[src/rtl/v_inst_queue_if.sv]
// Push/pop bundle between the scalar issue stage and the vector instruction queue.
// The master side is the scalar pipeline together with the vector core consumer.
// The slave side is the queue itself.
interface v_inst_queue_if #(
    parameter int DEPTH  = 4,
    parameter int INST_W = 32,
    parameter int XLEN   = 64
);
    localparam int COUNT_W = $clog2(DEPTH) + 1;

    // Scalar push side
    logic               push_valid;
    logic [INST_W-1:0]  push_inst;
    logic [XLEN-1:0]    push_rs1;
    logic               push_ready;
    logic               push_illegal;

    // Vector core pop side
    logic               pop_valid;
    logic [INST_W-1:0]  pop_inst;
    logic [XLEN-1:0]    pop_rs1;
    logic               pop_ready;

    // Control and status
    logic               flush;
    logic [COUNT_W-1:0] count;
    logic               empty;

    modport slave (
        input  push_valid, push_inst, push_rs1, pop_ready, flush,
        output push_ready, push_illegal, pop_valid, pop_inst, pop_rs1, count, empty
    );

    modport master (
        output push_valid, push_inst, push_rs1, pop_ready, flush,
        input  push_ready, push_illegal, pop_valid, pop_inst, pop_rs1, count, empty
    );
endinterface

[src/rtl/v_inst_queue.sv]
// Vector instruction queue: an in-order circular buffer that decouples the scalar
// pipeline from the vector core. Each entry binds a vector instruction to the rs1
// value read at issue time, so the vector core never touches the scalar register
// file. Non-vector opcodes are rejected at the push port and reported one cycle
// later on push_illegal.
module v_inst_queue #(
    parameter int DEPTH  = 4,
    parameter int INST_W = 32,
    parameter int XLEN   = 64
) (
    input  logic          clk,
    input  logic          rst,
    v_inst_queue_if.slave vq
);
    localparam int PTR_W   = (DEPTH > 1) ? $clog2(DEPTH) : 1;
    localparam int COUNT_W = $clog2(DEPTH) + 1;
    localparam int ENTRY_W = INST_W + XLEN;
    localparam int NUM_OPC = 3;

    // Accepted major opcodes: STORE-FP, LOAD-FP, OP-V (index 2, 1, 0).
    localparam logic [NUM_OPC*7-1:0] VEC_OPCODES = {7'b0100111, 7'b0000111, 7'b1010111};

    // Entry storage (not reset; contents are only meaningful while counted)
    logic [ENTRY_W-1:0] mem [DEPTH];

    // State registers
    logic [PTR_W-1:0]   wptr_reg,  wptr_next;
    logic [PTR_W-1:0]   rptr_reg,  rptr_next;
    logic [COUNT_W-1:0] count_reg, count_next;
    logic               illegal_reg, illegal_next;

    // Handshake decode
    logic [NUM_OPC-1:0] opc_hit;
    logic               is_vec;
    logic               push_ready_c;
    logic               pop_valid_c;
    logic               push_fire;
    logic               pop_fire;
    logic               wr_en;
    logic [ENTRY_W-1:0] head_entry;

    // One comparator per accepted opcode; any hit marks the push as a vector op.
    generate
        for (genvar gi = 0; gi < NUM_OPC; gi++) begin : g_opc
            assign opc_hit[gi] = (vq.push_inst[6:0] == VEC_OPCODES[gi*7 +: 7]);
        end
    endgenerate

    assign is_vec = |opc_hit;

    // Handshake qualification, pointer and occupancy next-state (flush wins).
    always_comb begin
        push_ready_c = 1'b0;
        pop_valid_c  = 1'b0;
        push_fire    = 1'b0;
        pop_fire     = 1'b0;
        wr_en        = 1'b0;
        illegal_next = 1'b0;
        wptr_next    = wptr_reg;
        rptr_next    = rptr_reg;
        count_next   = count_reg;

        // A simultaneous pop frees the slot, so a full queue still accepts.
        push_ready_c = ~vq.flush & ((count_reg < COUNT_W'(DEPTH)) | vq.pop_ready);
        pop_valid_c  = ~vq.flush & (count_reg != '0);

        push_fire    = vq.push_valid & push_ready_c;
        pop_fire     = pop_valid_c & vq.pop_ready;
        wr_en        = push_fire & is_vec;
        illegal_next = push_fire & ~is_vec;

        if (wr_en) begin
            wptr_next = wptr_reg + PTR_W'(1);
        end
        if (pop_fire) begin
            rptr_next = rptr_reg + PTR_W'(1);
        end

        // Illegal pushes never change occupancy.
        if (wr_en && !pop_fire) begin
            count_next = count_reg + COUNT_W'(1);
        end else if (!wr_en && pop_fire) begin
            count_next = count_reg - COUNT_W'(1);
        end

        if (vq.flush) begin
            wptr_next    = '0;
            rptr_next    = '0;
            count_next   = '0;
            illegal_next = 1'b0;
        end
    end

    // Pointer, occupancy and illegal-flag registers.
    always_ff @(posedge clk) begin
        if (rst) begin
            wptr_reg    <= '0;
            rptr_reg    <= '0;
            count_reg   <= '0;
            illegal_reg <= 1'b0;
        end else begin
            wptr_reg    <= wptr_next;
            rptr_reg    <= rptr_next;
            count_reg   <= count_next;
            illegal_reg <= illegal_next;
        end
    end

    // Entry write; rs1 is captured here once and never re-read.
    always_ff @(posedge clk) begin
        if (wr_en && !rst) begin
            mem[wptr_reg] <= {vq.push_inst, vq.push_rs1};
        end
    end

    // The head is read asynchronously so a pop needs no extra cycle of latency.
    assign head_entry = mem[rptr_reg];

    assign vq.pop_inst     = head_entry[ENTRY_W-1 -: INST_W];
    assign vq.pop_rs1      = head_entry[XLEN-1:0];
    assign vq.pop_valid    = pop_valid_c;
    assign vq.push_ready   = push_ready_c;
    assign vq.push_illegal = illegal_reg;
    assign vq.count        = count_reg;
    assign vq.empty        = (count_reg == '0);
endmodule

[src/flat_wrapper.sv]
// flat-port wrapper written by rule: the top's interface ports become plain ports
module v_inst_queue_flat 
#(
    parameter int DEPTH  = 4,
    parameter int INST_W = 32,
    parameter int XLEN   = 64
)
  (clk, rst, vq_push_valid, vq_push_inst, vq_push_rs1, vq_pop_ready, vq_flush, vq_push_ready, vq_push_illegal, vq_pop_valid, vq_pop_inst, vq_pop_rs1, vq_count, vq_empty);
  v_inst_queue_if #(.DEPTH(DEPTH), .INST_W(INST_W), .XLEN(XLEN)) vq_i ();
  input  logic clk;
  input  logic rst;
  input wire logic [$bits(vq_i.push_valid)-1:0] vq_push_valid;
  input wire logic [$bits(vq_i.push_inst)-1:0] vq_push_inst;
  input wire logic [$bits(vq_i.push_rs1)-1:0] vq_push_rs1;
  input wire logic [$bits(vq_i.pop_ready)-1:0] vq_pop_ready;
  input wire logic [$bits(vq_i.flush)-1:0] vq_flush;
  output wire logic [$bits(vq_i.push_ready)-1:0] vq_push_ready;
  output wire logic [$bits(vq_i.push_illegal)-1:0] vq_push_illegal;
  output wire logic [$bits(vq_i.pop_valid)-1:0] vq_pop_valid;
  output wire logic [$bits(vq_i.pop_inst)-1:0] vq_pop_inst;
  output wire logic [$bits(vq_i.pop_rs1)-1:0] vq_pop_rs1;
  output wire logic [$bits(vq_i.count)-1:0] vq_count;
  output wire logic [$bits(vq_i.empty)-1:0] vq_empty;
  assign vq_i.push_valid = vq_push_valid;
  assign vq_i.push_inst = vq_push_inst;
  assign vq_i.push_rs1 = vq_push_rs1;
  assign vq_i.pop_ready = vq_pop_ready;
  assign vq_i.flush = vq_flush;
  assign vq_push_ready = vq_i.push_ready;
  assign vq_push_illegal = vq_i.push_illegal;
  assign vq_pop_valid = vq_i.pop_valid;
  assign vq_pop_inst = vq_i.pop_inst;
  assign vq_pop_rs1 = vq_i.pop_rs1;
  assign vq_count = vq_i.count;
  assign vq_empty = vq_i.empty;
  v_inst_queue #(.DEPTH(DEPTH), .INST_W(INST_W), .XLEN(XLEN)) u_core (.clk(clk), .rst(rst), .vq(vq_i));
endmodule
[config.mk]
export PLATFORM = sky130hd
export DESIGN_NAME = v_inst_queue_flat
export DESIGN_NICKNAME = d
export VERILOG_FILES = /design/src/rtl/v_inst_queue_if.sv /design/src/rtl/v_inst_queue.sv /design/src/flat_wrapper.sv
export SDC_FILE = /design/constraint.sdc
export NUM_CORES = 1
export LEC_CHECK = 0
export CAP_MARGIN = 0
export CORE_ASPECT_RATIO = 1.25
export CORE_UTILIZATION = 45
export CTS_BUF_LIST = sky130_fd_sc_hd__clkbuf_2
export DETAILED_ROUTE_END_ITERATION = 12
export PLACE_DENSITY = 0.68
export SLEW_MARGIN = 10
export SYNTH_ARGS = -nofsm -noshare
export SYNTH_HDL_FRONTEND = slang
export SYNTH_SLANG_ARGS = --single-unit
[constraint.sdc]
create_clock -name clk -period 25.6 [get_ports clk]
set_clock_uncertainty 0.15 [all_clocks]
set_input_delay 6.4 -clock clk [delete_from_list [all_inputs] [get_ports clk]]
set_output_delay 6.4 -clock clk [all_outputs]
set_load 0.1 [all_outputs]
---- Word level (Yosys, flattened, before mapping) ----
Memories as Yosys holds them, arrays and structs flattened. A register that Yosys moved wholly into a read port is not among the register bits.
Index checks and enable logic that the tools add are counted.
W data, S select, Z words.
cells by class
  $add $sub $neg .......................... 4
  $lt $le $gt $ge ......................... 1
  eq/ne operators ......................... 3
  muxes and demuxes ....................... 6
  bitwise gates (word level) .............. 9
  reduce and logical (&&, ||, !) cells .... 11
operators with widths
  operator               number
  $eq A7 B3 Y1 const B   1
  $eq A7 B6 Y1 const B   1
  $eq A7 B7 Y1 const B   1
  $and A1 B1 Y1          6
  $mux W3                2
  $add A2 B1 Y2 const B  2
  $mux W2                2
  $add A3 B1 Y3 const B  1
  $logic_and A1 B1 Y1    3
  $logic_not A1 Y1       3
  $logic_not A3 Y1       1
  $lt A3 B3 Y1 const B   1
  $reduce_bool A3 Y1     1
  $reduce_or A3 Y1       1
  $sub A3 B1 Y3 const B  1
  $mux W1                2
  $not A1 Y1             2
  $reduce_bool A2 Y1     1
  $reduce_or A2 Y1       1
  $or A1 B1 Y1           1
storage, ports and cells
  bits in registers ....................... 8
  memory bits (writable) .................. 384
  input bits .............................. 101
  output and inout bits ................... 103
  logic and storage cells ................. 39
  memories ................................ 1
memories
  name        depth  bits a word  read ports  clocked after Yosys merged registers in  wr ports  line                RTL
  u_core.mem  4      96           1           1                                        1         v_inst_queue.sv:24  logic [ENTRY_W-1:0] mem [DEPTH];

---- Logic depth before layout (Yosys ltp) ----
Gate-level depths: netlist of the first run.
  depth in word-level cells ............... 9
  gate-level depth with buffers ........... 9
  mapped depth without buffers ............ 9

---- Least setup slack after synthesis of the first run ----
No wires, ideal clock.
  kind .................................... input port to flip-flop
  start point ............................. input vq_flush
  end point ............................... memory u_core.mem[0][0] (netlist name), enable pin
  setup time .............................. 0.669 ns
  arrival time ............................ 13.612 ns
  required time ........................... 24.781 ns
  path slack .............................. 11.169 ns
  cell stages on the path ................. 4
  buffers on the path ..................... 1
  cell sequence ........................... buf_2 nand2b_1 or3_1 nor3_1
between the ends
  word-level cells in the longest chain between the ends .. 7
RTL lines
  item                           line                 RTL
  start: declaration             flat_wrapper.sv:16   input wire logic [$bits(vq_i.flush)-1:0] vq_flush;
  $not A1 Y1                     v_inst_queue.sv:64   push_ready_c = ~vq.flush & ((count_reg < COUNT_W'(DEPTH)) | vq.pop_ready);
  $and A1 B1 Y1                  v_inst_queue.sv:64
  $and A1 B1 Y1                  v_inst_queue.sv:67   push_fire = vq.push_valid & push_ready_c;
  $and A1 B1 Y1                  v_inst_queue.sv:69   wr_en = push_fire & is_vec;
  $logic_and A1 B1 Y1            v_inst_queue.sv:111  if (wr_en && !rst) begin
  $mux W1                        v_inst_queue.sv:111
  $mux W1 (not written as such)  v_inst_queue.sv:112  mem[wptr_reg] <= {vq.push_inst, vq.push_rs1};
  end: declaration               v_inst_queue.sv:24
Every way passes these cells.

---- Worst setup path after layout of the first run ----
  start point ............................. input vq_pop_ready
  end point ............................... output vq_push_ready
between the ends
  word-level cells in the longest chain between the ends .. 2
RTL lines
  item                line                RTL
  start: declaration  flat_wrapper.sv:15  input wire logic [$bits(vq_i.pop_ready)-1:0] vq_pop_ready;
  $or A1 B1 Y1        v_inst_queue.sv:64
  $and A1 B1 Y1       v_inst_queue.sv:64
  end: declaration    flat_wrapper.sv:17  output wire logic [$bits(vq_i.push_ready)-1:0] vq_push_ready;
Every way passes these cells.

==> results of run 1 <==
[report_power, final]
| group | internal [mW] | switching (mW) |
|---|---|---|
| logic | 0.0152 | 0.0135 |
| clock network | 0.142 | 0.229 |
| registers | 0.706 | 0.000145 |
[worst max-delay path, delay by kind of cell]
family / cells / cell delay, ns
buf+inv: 2 / 1.69
simple gates: 2 / 0.34
[stage by stage]
stage          util, %  instance area [um2]  std cells
2_1_floorplan        -                14400        569
3_3_place_gp      54.1                16900       1165
3_5_place_dp      54.1                16900       1165
4_1_cts           56.7                17700       1327
5_1_grt           56.7                17700       1329
6_report          56.7                17700       1329
[per-layer routing]
| metal | share of wire (%) | wire, um | GRT usage (%) | vias up |
|---|---|---|---|---|
| met5 | 0 | 0 | 0 | - |
| met3 | 6.0 | 1610 | 4.86 | 42 |
| met2 | 55 | 14800 | 31.1 | 210 |
| met1 | 38 | 10200 | 18.7 | 3554 |
| li1 | - | - | - | 3059 |
| met4 | 1.9 | 505 | 6.84 | 0 |
[layout by cell type, fill, tap and decap left out, types with 3 or more instances in the layout]
cell type and instances:
a21oi_1 4, buf_4 10, clkbuf_2 123, clkdlybuf4s50_1 203
clkinv_1 26, clkinv_2 11, dfxtp_1 8, edfxtp_1 384
ha_1 5, inv_1 8, mux2i_1 3, mux4_2 96
nand2_1 6, nor2_1 5, nor3_2 4
[worst max-delay path by stage]
stage	to	slack, ns	cells past startpoint
3_5_place_dp	vq_push_ready	10.61	4
4_1_cts	vq_push_ready	10.62	4
6_report	vq_push_ready	10.61	4
3_3_place_gp	vq_push_ready	10.68	4
2_1_floorplan	u_core.mem[0][0]$_DFFE_PP_	11.17	4
5_1_grt	vq_push_ready	10.57	4
[cells by family (layout without fill, tap and decap cells)]
logic type               Yosys count  after routing  synth area share, %
other                              0              2                    0
multiplexers                      99             99                 15.2
flip-flops                       394            394                 81.3
AND/OR/NAND/NOR                   27             27                 1.02
adder cells (fa/ha/maj)            6              6                0.572
XOR/XNOR                           2              2                0.121
AO/OA/AOI/OAI                      9              9                0.529
buffers and inverters             32            383                 1.25
[area by class of cell]
type | count | area, um2
diodes | 2 | 5.00
clock buffers | 123 | 616
clock inverters | 39 | 186
fillers | 2320 | 13500
inverters | 8 | 30.0
multi-input cells | 143 | 2540
flip-flops and latches | 394 | 11700
well taps | 407 | 509
repair buffers | 213 | 2110
==> key figures, run 1 <==
Drt
  • # DRC: 0
  • Final antenna-violating net count: 0
  • Via count: 6,865
  • Drt total wl: 27,100 um
  • TritonRoute pass-1 iters: 4
  • WL/cell: 20.4 um
  • Initial drt markers: 349
  • Via density: 5.17

Timing
  • Final WS setup: 10.61 ns
  • TNS Setup: 0 ns
  • Final worst path period share: 58.5%
  • Hold Vio Cnt, Final: 0
  • Max-slew violation count: 0
  • Worst-Margin Slew: 1.06 ns
  • RSZ-0062 raised after global routing: false
  • Final-report setup violation count: 0
  • Peak Freq: 66.7 MHz
  • Hold Worst Slack: 0.354 ns
  • Worst relative slew slack: 29.2%
  • Crit path time final: 14.99 ns

Run
  • Max cap viols: 0

Synth
  • Register area share after synthesis: 81.3%
  • Mapped Nets: 676
  • Area contributors post-synth: edfxtp_1, mux4_2, dfxtp_1
  • Number of synthesized flops with an enable pin: 384
  • Async S/R FF share, synth: 0%
  • YS warnings: 0
  • Post-synth top area share: 79.9%
  • Top-count cell post-synth: edfxtp_1
  • Synth Register Bits: 394
  • Most common library cells after synthesis: edfxtp_1, mux4_2, buf_2
  • Yosys cell types: 28
  • Cells after Synth: 569
  • Synth Flop Type: edfxtp_1
  • Area leader, netlist: edfxtp_1
  • Mean Syn Cell Area: 25.4 um2
  • Synthesized area: 14,400 um2

Floorplanning
  • Initial Util: 46.2%
  • Die Ht: 202 um
  • Die X: 162 um
  • Row cnt: 72
  • Core area: 31,300 um2
  • Die area: 32,800 um2
  • I/O pins: 204

Place
  • IO buf count: 203
  • Post-place setup slack: 10.61 ns
  • Hpwl dp: 15,500 um
  • RePlAce Congestion: 0.729

Critical path
  • Required time worst endpoint: 19.05 ns
  • Crit Reg-Reg Startpoint: u_core.vq.count[2]$_SDFFE_PP0P_
  • Worst r2r dst: u_core.mem[2][11]$_DFFE_PP_
  • Worst-path fanout max: 4
  • Worst Setup SP: vq_pop_ready
  • Most frequent CP cell: clkdlybuf4s50_1
  • Slowest CP cell: clkdlybuf4s50_1
  • R2r setup slk: 22.43 ns
  • Critical path class: in -> out
  • Worst setup EP type: primary output
  • R2R depth: 5
  • CP cell instances: clkdlybuf4s50_1, and2b_4, nor2_1, clkdlybuf4s50_1
  • Crit path largest cell delay: 1.15 ns
  • Critical Path AT: 8.44 ns
  • Startpoint Class: input pin

Power
  • Power per Cell Area: 62.4 nW/um2
  • LEAKAGE: 5.60 nW
  • Power Total: 1.11 mW
  • Maximum vdd drop: 0.0374 mV

Clock tree
  • H-tree level count: 3
  • Root Buffer: clkbuf_2
  • TritonCTS Buffers: 91
  • Post-CTS Setup Bufs: 0
  • Clk_lat worst skew: 0.85 ns
  • Post-cts resize count: 0
  • # clock sinks: 394
  • Cts-stage hold buffer count: 0
  • Reg clk slew, reported paths: 0.10 ns
  • CTS tree: yes
  • Max Root-Sink Buffers: 3

Cells and area
  • Max reg flops: 384
  • Fraction of layout cells with a size suffix above 1: 27.5%
  • Area grow syn2layout: 22.9%
  • Post-layout net count: 958

Hold path
  • WHS Path Cells: 2
  • Hold wc startpoint: u_core.rptr_reg[1]$_SDFFE_PP0P_
  • Worst min-delay path class: reg -> reg

Outcome
  • Outcome: finished, final reports clean

Global route
  • Largest net degree at the start of global routing: 67
  • Initial antenna violation count: 2
  • Global Route Usage Sum: 17.1%
  • Vias in the first global route: 7,721
  • GR Overflow Total: 0
  • First-pass GRT wire length: 41,600 um
Power figures use the tool's default switching activity.
==> run 2, diff against run 1 <==
- clock period: 25.6 -> 15.1 ns (I/O delays scaled with it)
==> run 2 against run 1 <==
First-iteration DRC count grew 0.86%. Sequential cell count unchanged. Clock power increased by 68%. Largest power group unchanged. Highest routed layer unchanged.
==> key figures, run 2 (synthesis gave the netlist of run 1 again) <==
Critical path
  • Worst r2r dst: u_core.mem[1][64]$_DFFE_PP_
  • R2R depth: 5 (unchanged)
  • Startpoint Class: input pin
  • Slowest CP cell: clkdlybuf4s50_1
  • Critical path class: in -> out
  • Required time worst endpoint: 11.18 ns (-7.87 ns)
  • Critical Path AT: 5.78 ns (-2.66 ns)
  • Crit path largest cell delay: 1.14 ns (about the same)
  • Worst setup EP type: primary output
  • Worst-path fanout max: 4 (unchanged)
  • Crit Reg-Reg Startpoint: u_core.vq.count[2]$_SDFFE_PP0P_
  • Most frequent CP cell: clkdlybuf4s50_1
  • Setup crit end: vq_push_ready
  • R2r setup slk: 11.90 ns (-10.53 ns)
  • Worst Setup SP: vq_pop_ready
  • CP cell instances: clkdlybuf4s50_1, and2b_4, nor2_1, clkdlybuf4s50_1

Cells and area
  • Max reg flops: 384 (unchanged)
  • Fin cells: 1,327 (-0.15%)
  • Fraction of layout cells with a size suffix above 1: 28.3% (+0.82 points)
  • Reg area: 11,700 um2 (unchanged)
  • Post-layout net count: 956 (-0.21%)
  • Commonest non-fill, non-tap cells in the layout: edfxtp_1, clkdlybuf4s50_1, clkbuf_2
  • Area grow syn2layout: 22.7%
  • Area of the multi-input gates: 2540 um2 (unchanged)
  • Commonest non-fill, non-tap cell in the layout: edfxtp_1
  • Util after Layout: 56.6% (-0.084 points)
  • Fillers: 2,321 (+0.043%)

Floorplanning
  • Initial Util: 46.2% (unchanged)
  • Die Ht: 202 um (unchanged)
  • I/O pins: 204 (unchanged)
  • Die area: 32,800 um2 (unchanged)
  • Die X: 162 um (unchanged)
  • Row cnt: 72 (unchanged)
  • Core area: 31,300 um2 (unchanged)

Outcome
  • Outcome: finished, final reports clean

Place
  • Placed cells: 1,165 (unchanged)
  • Hpwl dp: 15,900 um (+2.4%)
  • RePlAce Congestion: 0.749 (+2.6%)
  • IO buf count: 203 (unchanged)

Drt
  • Final antenna-violating net count: 0 (unchanged)
  • # DRC: 0 (unchanged)
  • Via density: 5.14 (-0.43%)
  • Drt total wl: 27,100 um (about the same)
  • TritonRoute pass-1 iters: 4 (unchanged)
  • WL/cell: 20.4 um (+0.22%)
  • Via count: 6,825 (-0.58%)
  • Initial drt markers: 352 (+0.86%)

Timing
  • Final worst path period share: 64.2%
  • Peak Freq: 103 MHz
  • Worst relative slew slack: 29.9% (+0.64 points)
  • RSZ-0062 raised after global routing: false
  • TNS Setup: 0 ns (unchanged)
  • Crit path time final: 9.70 ns
  • Worst-Margin Slew: 1.05 ns (-0.00959 ns)
  • Max-slew violation count: 0 (unchanged)
  • Hold Vio Cnt, Final: 0 (unchanged)
  • Final-report setup violation count: 0 (unchanged)

Clock tree
  • H-tree level count: 3 (unchanged)
  • Clk_lat worst skew: 0.87 ns (+0.02 ns)
  • Cts-stage hold buffer count: 0 (unchanged)
  • # clock sinks: 394 (unchanged)
  • CTS tree: yes
  • Root Buffer: clkbuf_2
  • TritonCTS Buffers: 89 (-2.2%)
  • Post-CTS Setup Bufs: 0 (unchanged)
  • Post-cts resize count: 0 (unchanged)
  • Max Root-Sink Buffers: 3 (unchanged)
  • Reg clk slew, reported paths: 0.12 ns (+0.02 ns)

Power
  • LEAKAGE: 5.60 nW (+0.13%)
  • Power per Cell Area: 105 nW/um2 (+69%)
  • Maximum vdd drop: 0.0673 mV (+80%)

Global route
  • Initial antenna violation count: 2 (unchanged)
  • Vias in the first global route: 7,683 (-0.49%)
  • First-pass GRT wire length: 41,800 um (+0.52%)
  • Global Route Usage Sum: 17.2% (+0.053 points)
  • GR Overflow Total: 0 (unchanged)
  • Largest net degree at the start of global routing: 67 (unchanged)

Run
  • Max cap viols: 0 (unchanged)

Hold path
  • Hold wc startpoint: u_core.wptr_reg[1]$_SDFFE_PP0P_
  • Worst min-delay path class: reg -> reg
run 2: cell types whose count changed in the layout (fill, tap and decap cells not counted):
cell	previous run	this run
clkbuf_2	123	138
clkinv_1	26	17
clkinv_2	11	2
inv_2	1	3
bufinv_16	1	0
run 2: worst min-delay path by stage:
stage,end,slack [ns],cells after the start
final,u_core.wptr_reg[1]$_SDFFE_PP0P_,0.37,2
after detailed placement,flip-flop,0.35,2
after global routing,u_core.wptr_reg[1]$_SDFFE_PP0P_,0.39,2
after floorplan,flip-flop,0.30,2
after CTS,u_core.wptr_reg[1]$_SDFFE_PP0P_,0.37,2
after global placement,flip-flop,0.32,2
run 2: through the flow:
stage / worst slack [ns] / power (mW) / instance area (um2) / hold slack, ns
floorplan: 3.29 / 1.23 / 14400 / 0.303
global placement: 5.41 / 1.27 / 16900 / 0.322
detailed placement: 5.41 / 1.27 / 16900 / 0.351
CTS: 5.41 / 1.90 / 17700 / 0.369
global route: 5.36 / 1.95 / 17700 / 0.387
finish: 5.40 / 1.87 / 17700 / 0.369
run 2: routing by layer:
| layer | routed length (um) | up-vias | share of wire, % | GRT usage, % |
|---|---|---|---|---|
| li1 | - | 3057 | - | - |
| met1 | 10400 | 3464 | 38 | 19.8 |
| met2 | 14400 | 258 | 53 | 29.8 |
| met3 | 1780 | 46 | 6.6 | 4.78 |
| met4 | 524 | 0 | 1.9 | 7.65 |
| met5 | 0 | - | 0 | 0 |
run 2: cell type report:
cell class	count	share of cell area [%]
antenna	2	0.0283
clock buffer	138	3.90
clock inverter	22	0.481
inverter	8	0.170
multi-input combinational	143	14.3
sequential	394	66.3
tap	407	2.88
timing repair buffer	213	11.9
run 2: power by group:
part	switching, mW	internal (mW)	leakage, nW
clock	0.382	0.240	0.620
sequential	0.000239	1.20	3.53
combinational	0.0227	0.0258	1.45
total	0.404	1.46	5.60
run 2: critical path, delay by kind of cell:
| kind | cells | cell delay [ns] |
|---|---|---|
| buffers and inverters | 2 | 1.67 |
| and+or+nand+nor | 2 | 0.33 |
==> run 3, diff against run 2 <==
- PLACE_DENSITY: 0.68 -> 0.7
- clock period: 15.1 -> 8.4 ns (I/O delays scaled with it)
==> run 3 against run 2 <==
Worst setup slack got worse by 3.4 ns. Clock-buffer cell count fell by 17. Core utilization increased by 0.18 points. Sequential cell count unchanged. Final cell count is essentially flat. Power up 82%. Die area did not move. Hold slack worse by 0.020 ns. Critical path depth unchanged. Clock power up 85%. Wire length decreased by 0.48%. Combinational power grew 81%. Largest cell class unchanged.
==> key figures, run 3 (synthesis gave the netlist of run 1 again) <==
Clock tree
  • Max Root-Sink Buffers: 3 (unchanged)
  • Post-CTS Setup Bufs: 0 (unchanged)
  • Reg clk slew, reported paths: 0.11 ns (about the same)
  • Clk_lat worst skew: 0.88 ns (about the same)
  • TritonCTS Buffers: 89 (unchanged)
  • H-tree level count: 3 (unchanged)
  • Cts-stage hold buffer count: 0 (unchanged)
  • CTS tree: yes
  • Root Buffer: clkbuf_2
  • Post-cts resize count: 0 (unchanged)
  • # clock sinks: 394 (unchanged)

Floorplanning
  • Core area: 31,300 um2 (unchanged)
  • Row cnt: 72 (unchanged)
  • Die X: 162 um (unchanged)
  • Die Ht: 202 um (unchanged)
  • I/O pins: 204 (unchanged)
  • Die area: 32,800 um2 (unchanged)
  • Initial Util: 46.2% (unchanged)

Critical path
  • Crit Reg-Reg Startpoint: u_core.vq.count[2]$_SDFFE_PP0P_
  • Critical Path AT: 4.11 ns (-1.67 ns)
  • Crit path largest cell delay: 1.15 ns (about the same)
  • R2r setup slk: 5.64 ns (-6.26 ns)
  • CP top delay family: buffers and inverters
  • CP cell instances: clkdlybuf4s50_1, and2b_4, nor2_1, clkdlybuf4s50_1
  • Critical path class: in -> out
  • Most frequent CP cell: clkdlybuf4s50_1
  • Slowest CP cell: clkdlybuf4s50_1
  • Required time worst endpoint: 6.15 ns (-5.03 ns)
  • Worst r2r dst: u_core.vq.count[2]$_SDFFE_PP0P_
  • Worst setup EP type: primary output
  • Worst-path fanout max: 4 (unchanged)
  • Startpoint Class: input pin
  • Worst Setup SP: vq_pop_ready
  • Crit path buf inv count: 2 (unchanged)
  • R2R depth: 9 (+4)

Timing
  • Worst relative slew slack: 27.1% (-2.8 points)
  • Peak Freq: 157 MHz
  • Final WS setup: 2.04 ns (-3.36 ns)
  • Worst-Margin Slew: 1.09 ns (+0.0391 ns)
  • RSZ-0062 raised after global routing: false
  • TNS Setup: 0 ns (unchanged)
  • Crit path time final: 6.36 ns
  • Hold Worst Slack: 0.349 ns (-0.0199 ns)
  • Hold Vio Cnt, Final: 0 (unchanged)
  • Final worst path period share: 75.7%
  • Max-slew violation count: 0 (unchanged)
  • Final-report setup violation count: 0 (unchanged)

Global route
  • Vias in the first global route: 7,845 (+2.1%)
  • Largest net degree at the start of global routing: 63 (-6.0%)
  • Global Route Usage Sum: 17.1% (-0.042 points)
  • Initial antenna violation count: 3 (+1)
  • GR Overflow Total: 0 (unchanged)
  • First-pass GRT wire length: 42,300 um (+1.3%)

Drt
  • WL/cell: 20.3 um (-0.55%)
  • # DRC: 0 (unchanged)
  • TritonRoute pass-1 iters: 4 (unchanged)
  • Drt total wl: 27,000 um (-0.48%)
  • Via count: 6,843 (+0.26%)
  • Initial drt markers: 417 (+18%)
  • Final antenna-violating net count: 0 (unchanged)
  • Via density: 5.15 (+0.19%)

Cells and area
  • Commonest non-fill, non-tap cell in the layout: edfxtp_1
  • Final Cell Area: 17,800 um2 (+0.32%)
  • Util after Layout: 56.8% (+0.18 points)
  • Max reg flops: 384 (unchanged)
  • Post-layout net count: 956 (unchanged)
  • Commonest non-fill, non-tap cells in the layout: edfxtp_1, clkdlybuf4s50_1, clkbuf_2
  • Area grow syn2layout: 23.1%
  • Fraction of layout cells with a size suffix above 1: 27.8% (-0.54 points)

Power
  • Flop pwr share: 63.5% (-0.6 points)
  • Sw Share: 21.6% (-0.023 points)
  • Clock power frac: 33.9% (+0.6 points)
  • P_int: 2.66 mW (+82%)
  • Maximum vdd drop: 0.102 mV (+51%)
  • Power per Cell Area: 191 nW/um2 (+81%)
  • Net Switching: 0.733 mW (+81%)
  • Comb power frac: 2.6% (about the same)
  • LEAKAGE: 5.61 nW (+0.14%)

Place
  • IO buf count: 203 (unchanged)
  • Area after DPL: 16,900 um2 (about the same)
  • Hpwl dp: 16,100 um (+1.6%)
  • RePlAce Congestion: 0.769 (+2.8%)
  • Post-place setup slack: 2.06 ns (-3.36 ns)

Hold path
  • WHS Path Cells: 2 (unchanged)
  • Worst min-delay path class: reg -> reg
  • Hold wc startpoint: u_core.rptr_reg[1]$_SDFFE_PP0P_

Run
  • Max cap viols: 0 (unchanged)

Outcome
  • Outcome: finished, final reports clean
run 3: changes by cell type in the layout (fill, tap and decap cells not counted):
cell and delta:
diode_2 +1, inv_2 +2, buf_12 +1, clkinv_2 +8, clkbuf_2 -17, buf_4 -1, bufinv_16 +2, clkinv_1 +5
run 3: per-stage QoR:
step                total power [mW]  instances
global route                    3.56       1327
CTS                             3.45       1325
floorplan                       2.22        569
finish                          3.39       1328
detailed placement              2.28       1165
global placement                2.28       1165
run 3: area by class of cell:
type	instances	area [um2]
repair buffers	213	2120
clock inverters	39	211
clock buffers	121	606
flip-flops and latches	394	11700
fillers	2291	13500
inverters	8	30.0
multi-input cells	143	2540
diodes	3	7.51
well taps	407	509
run 3: power by group through the flow:
stage / registers (mW) / logic (mW) / clock network (mW)
2_1_floorplan: 2.20 / 0.0152 / 0
3_3_place_gp: 2.20 / 0.0824 / 0
3_5_place_dp: 2.20 / 0.0875 / 0
4_1_cts: 2.15 / 0.0882 / 1.21
5_1_grt: 2.15 / 0.0933 / 1.31
6_report: 2.15 / 0.0878 / 1.15
run 3: how the worst max path moves through the flow:
stage,endpoint,slack (ns),cells after the start
after floorplan,u_core.mem[0][0]$_DFFE_PP_,-1.73,4
after global placement,vq_push_ready,2.07,4
after detailed placement,vq_push_ready,2.06,4
after CTS,vq_pop_rs1[6],1.97,3
after global routing,vq_pop_rs1[37],1.86,3
final,vq_push_ready,2.04,4
run 3: tightest hold or removal path: stages (launching register included):
cell and delay [ns]:
dfxtp_1 0.33, o31ai_1 0.06, a21oi_1 0.07
run 3: routing by layer:
layer	GRT usage (%)	wire length, um	share of wire [%]
met4	6.27	398	1.5
met3	5.34	2000	7.4
met1	19.6	10200	38
met2	30.0	14400	53
met5	0	0	0
